[src/rtl/uart_rx_cfg.sv]
// Configurable UART receiver: runtime baud divisor, parity and stop bits, with glitch/framing/parity/overrun checks.
// Latency: rdy one clock after the last stop sample; no backpressure, a frame completing while rdy is high sets overrun.
module uart_rx_cfg #(
    parameter int DATA_W = 8,
    parameter int DIV_W  = 16
) (
    input  logic              clk,
    input  logic              rst_n,
    input  logic              RX,
    input  logic [DIV_W-1:0]  baud_div,
    input  logic [1:0]        parity_mode,
    input  logic              two_stop,
    input  logic              clr_rdy,
    output logic              rdy,
    output logic [DATA_W-1:0] rx_data,
    output logic              frame_err,
    output logic              parity_err,
    output logic              overrun,
    output logic              busy
);

    typedef enum logic [2:0] {IDLE, START, DATA, PARITY, STOP} state_t;

    state_t            r_state;
    state_t            w_next;
    logic              r_rx_meta;
    logic              r_rx_s;
    logic [DIV_W-1:0]  r_cnt;
    logic [DIV_W-1:0]  r_div;
    logic              r_par_en;
    logic              r_par_odd;
    logic              r_two;
    logic [3:0]        r_bcnt;
    logic [DATA_W-1:0] r_shift;
    logic              r_ferr;
    logic              r_perr;
    logic              w_sample;
    logic              w_done;
    logic              w_start;
    logic              w_last_data;
    logic              w_last_stop;

    always_ff @(posedge clk or negedge rst_n) begin
        if (!rst_n) begin
            r_rx_meta <= 1'b1;
            r_rx_s    <= 1'b1;
        end else begin
            r_rx_meta <= RX;
            r_rx_s    <= r_rx_meta;
        end
    end

    assign w_start     = (r_state == IDLE) && !r_rx_s;
    assign w_sample    = (r_state != IDLE) && (r_cnt == '0);
    assign w_last_data = (r_bcnt == 4'(DATA_W - 1));
    assign w_last_stop = !r_two || (r_bcnt == 4'd1);
    assign busy        = (r_state != IDLE);

    always_ff @(posedge clk or negedge rst_n) begin
        if (!rst_n) r_state <= IDLE;
        else        r_state <= w_next;
    end

    always_comb begin
        w_next = r_state;
        w_done = 1'b0;
        case (r_state)
            IDLE:   if (!r_rx_s) w_next = START;
            START:  if (w_sample) w_next = r_rx_s ? IDLE : DATA;
            DATA:   if (w_sample && w_last_data) w_next = r_par_en ? PARITY : STOP;
            PARITY: if (w_sample) w_next = STOP;
            STOP: begin
                if (w_sample && w_last_stop) begin
                    w_next = IDLE;
                    w_done = 1'b1;
                end
            end
            default: w_next = IDLE;
        endcase
    end

    // Configuration is captured on leaving IDLE so mid-frame changes cannot corrupt a frame.
    always_ff @(posedge clk or negedge rst_n) begin
        if (!rst_n) begin
            r_cnt     <= '0;
            r_div     <= '0;
            r_par_en  <= 1'b0;
            r_par_odd <= 1'b0;
            r_two     <= 1'b0;
        end else if (w_start) begin
            r_cnt     <= baud_div >> 1;
            r_div     <= baud_div;
            r_par_en  <= (parity_mode == 2'b01) || (parity_mode == 2'b10);
            r_par_odd <= (parity_mode == 2'b10);
            r_two     <= two_stop;
        end else if (r_state != IDLE) begin
            if (w_sample) r_cnt <= r_div - DIV_W'(1);
            else          r_cnt <= r_cnt - DIV_W'(1);
        end
    end

    always_ff @(posedge clk or negedge rst_n) begin
        if (!rst_n) begin
            r_bcnt  <= '0;
            r_shift <= '0;
            r_ferr  <= 1'b0;
            r_perr  <= 1'b0;
        end else if (w_start) begin
            r_bcnt <= '0;
            r_ferr <= 1'b0;
            r_perr <= 1'b0;
        end else if (w_sample) begin
            case (r_state)
                DATA: begin
                    r_shift <= {r_rx_s, r_shift[DATA_W-1:1]};
                    r_bcnt  <= w_last_data ? 4'd0 : r_bcnt + 4'd1;
                end
                PARITY: r_perr <= (^r_shift) ^ r_rx_s ^ r_par_odd;
                STOP: begin
                    r_ferr <= r_ferr | !r_rx_s;
                    r_bcnt <= r_bcnt + 4'd1;
                end
                default: r_bcnt <= '0;
            endcase
        end
    end

    // A completing frame takes priority over a coincident acknowledge.
    always_ff @(posedge clk or negedge rst_n) begin
        if (!rst_n) begin
            rdy        <= 1'b0;
            rx_data    <= '0;
            frame_err  <= 1'b0;
            parity_err <= 1'b0;
            overrun    <= 1'b0;
        end else if (w_done) begin
            rdy        <= 1'b1;
            rx_data    <= r_shift;
            frame_err  <= r_ferr | !r_rx_s;
            parity_err <= r_perr;
            overrun    <= clr_rdy ? 1'b0 : (overrun | rdy);
        end else if (clr_rdy) begin
            rdy     <= 1'b0;
            overrun <= 1'b0;
        end
    end

endmodule

[config.mk]
export PLATFORM = sky130hd
export DESIGN_NAME = uart_rx_cfg
export DESIGN_NICKNAME = d
export VERILOG_FILES = /design/src/rtl/uart_rx_cfg.sv
export SDC_FILE = /design/constraint.sdc
export NUM_CORES = 1
export LEC_CHECK = 0
export BUFFER_PORTS_ARGS = -buffer_cell sky130_fd_sc_hd__buf_2
export CORE_ASPECT_RATIO = 1.4
export CORE_UTILIZATION = 55
export DETAILED_ROUTE_END_ITERATION = 10
export PLACE_DENSITY = 0.85
export SLEW_MARGIN = 10
export SYNTH_ARGS = -nofsm -noshare
export SYNTH_HDL_FRONTEND = slang
export SYNTH_SLANG_ARGS = --single-unit
export TNS_END_PERCENT = 5
[constraint.sdc]
create_clock -name clk -period 6.9 [get_ports clk]
set_input_delay 1.38 -clock clk [delete_from_list [all_inputs] [get_ports clk]]
set_output_delay 1.38 -clock clk [all_outputs]
set_load 0.1 [all_outputs]
==> impl_metrics.ini, run 1 <==
[placed_design]
place_hpwl_um = 6154
globalplace.congestion = 0.9704
portBuffers = 35
place_area_mm2 = 0.003875

[synthesis]
yosys.area.top_type = dfrtp_1
syn_area_per_cell_um2 = 9.390
synth.most_common_cell = nand2_1
synth_edf_count = 0
async_flop_share_pct = 100.0
synth_top_area_share_pct = 43.73
synthDistinctLibCells = 53
ys_top_cells_by_area = dfrtp_1 (44%), nand2_1 (7.4%), mux2_2 (6.8%), a31oi_1 (3.2%), xnor2_1 (2.4%)
syn_area_mm2 = 0.003662
ys_warn_count = 0
ys.flop_type = dfrtp_1
synth-seq-cells = 66
synth_fp_nets = 417
ys_seq_area_share_pct = 45.17
synthTopCellsByCount = nand2_1 (72), dfrtp_1 (64), nor2_1 (23), mux2_2 (22), clkbuf_1 (21)
synthCells = 390

[clocking]
root_buffer = clkbuf_8
post-cts-setup-buffers = 0
cts_tree = done
cts_buffers = 9
cts_buffer_depth = 2
clkLatencyLatePin_ns = 0.36
holdBufCountCts = 0
clock_sinks = 66
htree_levels = 3
ctsResizeCount = 0
clkTransAtPathRegs_ns = 0.08

[detailed_routing]
num_vias = 3194
drc = 0
top_layer_used = met4
drt-vias-per-instance = 6.453
met1_length_um = 3533
route.met3.wl_um = 457
dr.pass1.iters = 7
detail_route.wl_per_cell_um = 18.48
first_iter_violations = 248
routed_wl_um = 9149
ant_nets = 0
route.met2.wl_um = 4850

[timing]
fmax_mhz = 243.6
finalHoldViolCount = 0
worst_pin_slew_ns = 0.9742
setup_viol = 0
slew_viol_final = 0
min_period_over_period_pct = 59.50
rsz0062_at_grt = false
slew-limit-headroom_pct = 35.05
finClkSkew_ns = 0.01048
tns_ns = 0
finalCriticalPeriod_ns = 4.106

[global_routing]
grt_pass1_wl_um = 15410
antenna_found_initial = 0
grt_overflow = 0
grtUsageTotal_pct = 28.65
first_global_vias = 3271
grt_max_degree = 67

[finish]
area_growth_pct = 11.86
final_nets = 445
drive_above_1_share_pct = 21.51
design_area_mm2 = 0.004096
antenna_cells = 0

[power]
switching_share_pct = 29.25
switching_power_uw = 293.0
p_clk_share_pct = 36.8
comb_power_share_pct = 15.3
p_leak_nw = 1.850
seqPwrFrac_pct = 47.9
p_total_mw = 1.002
p_int_uw = 708.8
powerDensity_mw_per_mm2 = 244.6
ir_worst_vdd_mv = 0.2091

[worst_setup_path]
start_kind = flop
crit_slowest_cell = or3b_2
setup.worst_path.end_class = flop
crit_path_max_fanout = 27
cp.arrival_ns = 4.38
cpPeakStageDelay_ns = 0.53
crit_required_ns = 7.17
cp_cell_sequence = nor3_2, buf_4, inv_1, nand3_1, nor2_1, a21oi_1, ha_1, or3b_2, nor3_1, o311ai_0, or2_2, a211oi_1
path_class = reg -> reg

[flow_run]
drv_cap = 0

[floorplanning]
fp-row-count = 34
die_y_um = 98.55
start_util_pct = 57.78
io_pins = 36
die_w_um = 70.97
coreArea_mm2 = 0.006339
dieArea_mm2 = 0.006994

[min_path]
holdCritPathClass = reg -> reg

[status]
status = complete, no violations
worst paths after layout:
path	startpoint	cells after the start	slack, ns	endpoint
max	r_state[0]	12	2.79	r_cnt[12]
min	r_rx_meta	0	0.36	r_rx_s
max reg2reg	r_state[0]	12	2.79	r_cnt[12]
min reg2reg	r_rx_meta	0	0.36	r_rx_s
max in group asynchronous	rst_n	2	5.16	r_div[2]
min in group asynchronous	rst_n	2	1.18	r_shift[4]
cell usage in the layout (no fill, tap or decap), types with 5 or more instances in the layout:
cell and instances:
a311o_1 5, a31oi_1 19, buf_2 35, clkbuf_8 10, mux2i_1 7, or3_1 6
mux2_2 22, nor2_1 23, a21oi_1 10, xnor2_1 10, nor4_1 6, o31ai_1 5
nor3_1 15, inv_1 6, o21ai_0 12, nand2_1 72, dfrtp_1 64, a211oi_1 9
nand3_1 7
flip-flops by register name (all words and copies together) (netlist names), named ones only:
register / count
frame_err: 1
overrun: 1
parity_err: 1
r_bcnt: 4
r_cnt: 16
r_div: 16
r_par_en: 1
r_par_odd: 1
r_perr: 1
r_rx_meta: 1
r_rx_s: 1
r_shift: 8
r_state: 3
r_two: 1
rdy: 1
rx_data: 8
through the flow:
| stage | util, % | hold slack (ns) | setup slack (ns) | cells |
|---|---|---|---|---|
| finish | 64.63 | 0.3611 | 2.794 | 495 |
| global route | 64.63 | 0.3687 | 2.479 | 495 |
| CTS | 64.63 | 0.3611 | 2.868 | 495 |
| detailed placement | 61.13 | 0.3505 | 2.902 | 479 |
| global placement | 61.13 | 0.3455 | 3.054 | 479 |
| floorplan | - | 0.3452 | 3.426 | 390 |
power groups by stage:
stage	registers (mW)	logic [mW]	clock network (mW)
floorplan	0.466	0.116	0
global placement	0.483	0.149	0
detailed placement	0.484	0.151	0
CTS	0.478	0.153	0.374
global route	0.486	0.172	0.389
finish	0.480	0.153	0.368
area by class of cell:
cell class / count / area (µm²)
Clock inverter: 4 / 76.32
Tap cell: 72 / 90.09
Clock buffer: 12 / 145.1
Inverter: 6 / 22.52
Multi-Input combinational cell: 296 / 1903
Fill cell: 497 / 2242
Sequential cell: 66 / 1654
Timing Repair Buffer: 39 / 205.2
per-layer routing:
| layer | GRT usage (%) | vias up |
|---|---|---|
| met5 | 0 | - |
| met4 | 14.46 | 0 |
| met3 | 6.646 | 35 |
| met2 | 50.81 | 131 |
| met1 | 31.82 | 1544 |
| li1 | - | 1484 |
logic make-up after synthesis:
logic type	Yosys count	share of synthesized area (%)
buffers and inverters	28	2.870
muxes	29	8.678
AOI/OAI and AO/OA	87	17.08
adders and majority gates	4	1.367
and+or+nand+nor	164	21.97
xor gates and xnor gates	12	2.870
DFF	66	45.17
worst max-delay path, delay by kind of cell, from the launching register on:
kind | cells | cell delay, ns
simple gates | 6 | 2.00
fa+ha+maj | 1 | 0.20
flops | 1 | 0.51
buf+inv | 2 | 0.59
compound gates | 3 | 0.69
Note: power is estimated with default switching activity, not from simulation.
==> run 2: changes to the inputs <==
CORE_UTILIZATION = 53   (was 55)
PLACE_DENSITY = 0.86   (was 0.85)
clock period = 3.5 ns   (was 6.9 ns; I/O delays follow)
==> impl_metrics.ini, run 2 (synthesis results as in run 1) <==
[global_routing]
grt_max_degree = 67
use_met3_pct = 6.024
grt_overflow = 0
grtUsageTotal_pct = 27.68
grtUsageMet2_pct = 46.15
first_global_vias = 3238
grt_pass1_wl_um = 15280
antenna_found_initial = 0
top_usage_layer = met2
use_met1_pct = 32.36

[finish]
drive_above_1_share_pct = 23.79
area_growth_pct = 13.39
mostFrequentLayoutCell = nand2_1
design_area_mm2 = 0.004153
final_nets = 455
antenna_cells = 0
reg.largest.list = r_cnt: 16 flops, r_div: 16 flops
post-route-util_pct = 62.80
mostFrequentLayoutCells = nand2_1 (72), dfrtp_1 (64), buf_2 (35), nor2_1 (23), mux2_2 (22)

[clocking]
clock_sinks = 66
cts_buffers = 9
clkTransAtPathRegs_ns = 0.09
post-cts-setup-buffers = 0
cts_tree = done
root_buffer = clkbuf_8
holdBufCountCts = 0
clkLatencyLatePin_ns = 0.36
ctsResizeCount = 0
cts_buffer_depth = 2
htree_levels = 3

[detailed_routing]
routed_wl_um = 9275
ant_nets = 0
detail_route.wl_per_cell_um = 17.67
drc = 0
first_iter_violations = 418
num_vias = 3249
dr.pass1.iters = 5
drt-vias-per-instance = 6.189

[floorplanning]
die_y_um = 100.4
dieArea_mm2 = 0.007251
coreArea_mm2 = 0.006613
die_w_um = 72.26
fp-row-count = 35
io_pins = 36
start_util_pct = 55.38

[timing]
fmax_mhz = 309.6
slew_viol_final = 0
setup_viol = 0
finalHoldViolCount = 0
rsz0062_at_grt = false
worst_pin_slew_ns = 0.8321
layout_setup_ws_ns = 0.2701
slew-limit-headroom_pct = 44.53
tns_ns = 0
finClkSkew_ns = 0.01476
finalCriticalPeriod_ns = 3.230
min_period_over_period_pct = 92.28

[status]
status = complete, no violations

[worst_setup_path]
setup.worst_path.end_class = flop
crit_path_max_fanout = 14
r2r_cells = 10
cp.arrival_ns = 3.51
crit_required_ns = 3.78
path_class = reg -> reg
start_kind = flop

[min_path]
min_delay_path_depth = 0
holdCritPathClass = reg -> reg

[placed_design]
portBuffers = 35
place_hpwl_um = 6428
globalplace.congestion = 0.9715
place_area_mm2 = 0.003975
pre_cts_slack_ns = 0.3564

[power]
ir_worst_vdd_mv = 0.3130
p_leak_nw = 1.875
powerDensity_mw_per_mm2 = 450.4

[flow_run]
drv_cap = 0
-- run 2: area by class of cell --
cell class                      count  area, µm²
Fill cell                         532       2460
Multi-Input combinational cell    296       1903
Sequential cell                    66       1654
Timing Repair Buffer               49      280.3
Clock buffer                        9      123.9
Tap cell                           92      115.1
Clock inverter                      7      53.80
Inverter                            6      22.52
-- run 2: final timing paths --
path	from	end	slack, ns
worst min-delay path	r_rx_meta	r_rx_s	0.36
worst min register to register	r_rx_meta	r_rx_s	0.36
worst max-delay path	r_state[0]	r_cnt[12]	0.27
min in group asynchronous	rst_n	r_div[5]	0.49
worst max register to register	r_state[0]	r_cnt[12]	0.27
max in group asynchronous	rst_n	r_div[9]	2.43
-- run 2: metrics by stage --
step | hold slack (ns) | instances | power [mW]
2_1_floorplan | 0.3452 | 390 | 1.148
4_1_cts | 0.3591 | 525 | 1.865
5_1_grt | 0.3671 | 525 | 1.944
3_3_place_gp | 0.3457 | 509 | 1.256
3_5_place_dp | 0.3475 | 509 | 1.275
6_report | 0.3585 | 525 | 1.870
-- run 2: worst max-delay path: stages (launching register included) --
cell and delay [ns]:
dfrtp_1 0.51, nor3_2 0.22, inv_1 0.16, and3_1 0.20, a31oi_1 0.24, ha_1 0.24, or3b_2 0.53, nor3_1 0.23
o311ai_0 0.25, or2_2 0.33, a211oi_1 0.23
-- run 2: power breakdown --
part	total, mW	internal, mW	switching (mW)
logic	0.328	0.148	0.180
registers	0.948	0.837	0.110
clock network	0.595	0.261	0.333
-- run 2: layer usage --
| metal | vias to the layer above | wire (µm) |
|---|---|---|
| met2 | 157 | 4762 |
| met1 | 1546 | 3510 |
| met3 | 43 | 591 |
| li1 | 1503 | - |
| met4 | 0 | 410 |
| met5 | - | 0 |
==> run 3: changes to the inputs <==
CORE_UTILIZATION = 55   (was 53)
PLACE_DENSITY = 0.85   (was 0.86)
clock period = 3.29 ns   (was 3.5 ns; I/O delays follow)
==> impl_metrics.ini, run 3 (synthesis results as in run 1) <==
[min_path]
holdCritPathClass = reg -> reg

[worst_setup_path]
cpPeakStageDelay_ns = 0.54
crit_path_max_fanout = 9
regToRegStartpoint = r_state[1]
crit_slowest_cell = or3b_2
r2r_cells = 12
cp_cell_sequence = nor3_4, inv_1, buf_4, nand3_1, nor2_1, a21oi_1, ha_1, or3b_2, nor3_1, o31ai_1, or3_1, a31o_2
crit_start = r_state[1]
r2r_end = r_cnt[14]
worstSetupEndpoint = r_cnt[14]
cp.arrival_ns = 3.33
crit_required_ns = 3.54
path_class = reg -> reg
rrSetupSlack_ns = 0.21
setup.worst_path.end_class = flop
start_kind = flop

[finish]
final_nets = 461
mostFrequentLayoutCells = nand2_1 (72), dfrtp_1 (64), buf_2 (35), nor2_1 (23), mux2_2 (22)
area_growth_pct = 15.37
drive_above_1_share_pct = 24.83
design_area_mm2 = 0.004225
antenna_cells = 0
reg.largest.list = r_cnt: 16 flops, r_div: 16 flops
mostFrequentLayoutCell = nand2_1

[global_routing]
grt_overflow = 0
grtUsageTotal_pct = 27.99
first_global_vias = 3247
grt_pass1_wl_um = 15190
grt_max_degree = 43
antenna_found_initial = 0

[flow_run]
drv_cap = 0

[power]
p_int_mw = 1.491
seqPwrFrac_pct = 46.9
p_leak_nw = 1.933
powerDensity_mw_per_mm2 = 503.9
switching_power_uw = 638.6
switching_share_pct = 29.99
comb_power_share_pct = 17.1
p_clk_share_pct = 36.1
ir_worst_vdd_mv = 0.4228
p_total_mw = 2.129

[timing]
worst_pin_slew_ns = 0.9056
fmax_mhz = 324.3
setup_viol = 0
finClkSkew_ns = 0.01288
tns_ns = 0
finalCriticalPeriod_ns = 3.084
slew-limit-headroom_pct = 39.63
slew_viol_final = 0
finalHoldViolCount = 0
min_period_over_period_pct = 93.73
rsz0062_at_grt = false

[clocking]
cts_buffers = 9
cts_buffer_depth = 2
root_buffer = clkbuf_8
htree_levels = 3
cts_tree = done
ctsResizeCount = 0
clkTransAtPathRegs_ns = 0.08
post-cts-setup-buffers = 0
holdBufCountCts = 0
clock_sinks = 66
clkLatencyLatePin_ns = 0.36

[floorplanning]
coreArea_mm2 = 0.006339
io_pins = 36
dieArea_mm2 = 0.006994
start_util_pct = 57.78
die_w_um = 70.97
fp-row-count = 34
die_y_um = 98.55

[status]
failed_checks = design-rule violations
status = finished, violations left

[placed_design]
place_hpwl_um = 6491
place_area_mm2 = 0.004001
globalplace.congestion = 0.9625
portBuffers = 35

[detailed_routing]
dr.pass1.iters = 8
first_iter_violations = 305
drt-vias-per-instance = 6.307
routed_wl_um = 9091
ant_nets = 0
detail_route.wl_per_cell_um = 17.79
num_vias = 3223
drc = 1
## run 3: changes by cell type in the layout (fill, tap and decap cells not counted)
cell        delta
nor3_2         -1
clkinvlp_4     -3
bufinv_16      +2
buf_4          +6
nor3_4         +1
clkinv_4       +1
## run 3: worst max-delay path, delay by kind of cell (launching register included)
family / cells / cell delay [ns]
flip-flops: 1 / 0.49
AO/OA/AOI/OAI: 3 / 0.57
AND/OR/NAND/NOR: 6 / 1.46
buffers and inverters: 2 / 0.24
adder cells (fa/ha/maj): 1 / 0.21
## run 3: power groups by stage
stage	logic [mW]	clock network [mW]	registers, mW
after floorplan	0.245	0	0.977
final	0.363	0.768	0.998
after global placement	0.352	0	1.00
after CTS	0.361	0.777	0.992
after detailed placement	0.360	0	1.01
after global routing	0.404	0.811	1.01
## run 3: how the worst min path moves through the flow
stage | from | end | slack (ns) | cells past startpoint
2_1_floorplan | r_rx_meta | r_rx_s | 0.35 | 0
3_3_place_gp | r_rx_meta | r_rx_s | 0.35 | 0
3_5_place_dp | r_rx_meta | r_rx_s | 0.35 | 0
4_1_cts | r_rx_meta | r_rx_s | 0.37 | 0
5_1_grt | r_rx_meta | r_rx_s | 0.37 | 0
6_report | r_rx_meta | r_rx_s | 0.36 | 0
## run 3: final cells by class
| type | count | area [µm²] |
|---|---|---|
| fill | 474 | 2113 |
| multi-input combinational | 296 | 1909 |
| sequential | 66 | 1654 |
| timing repair buffer | 55 | 325.3 |
| clock buffer | 9 | 123.9 |
| clock inverter | 7 | 100.1 |
| tap | 72 | 90.09 |
| inverter | 6 | 22.52 |
## run 3: stage by stage
step / setup slack, ns / util (%) / hold slack [ns] / cells
2_1_floorplan: 0.006669 / - / 0.3452 / 390
3_3_place_gp: 0.3604 / 63.13 / 0.3480 / 495
3_5_place_dp: 0.2194 / 63.13 / 0.3535 / 495
4_1_cts: 0.2324 / 66.66 / 0.3662 / 511
5_1_grt: 0.01629 / 66.66 / 0.3713 / 511
6_report: 0.2064 / 66.66 / 0.3633 / 511
## run 3: per-layer routing
layer | wire length [µm] | vias to the layer above | global-route usage, %
met5 | 0 | - | 0
met4 | 250 | 0 | 12.31
met3 | 501 | 30 | 7.260
met2 | 4812 | 109 | 49.33
met1 | 3526 | 1572 | 31.66
li1 | - | 1512 | -
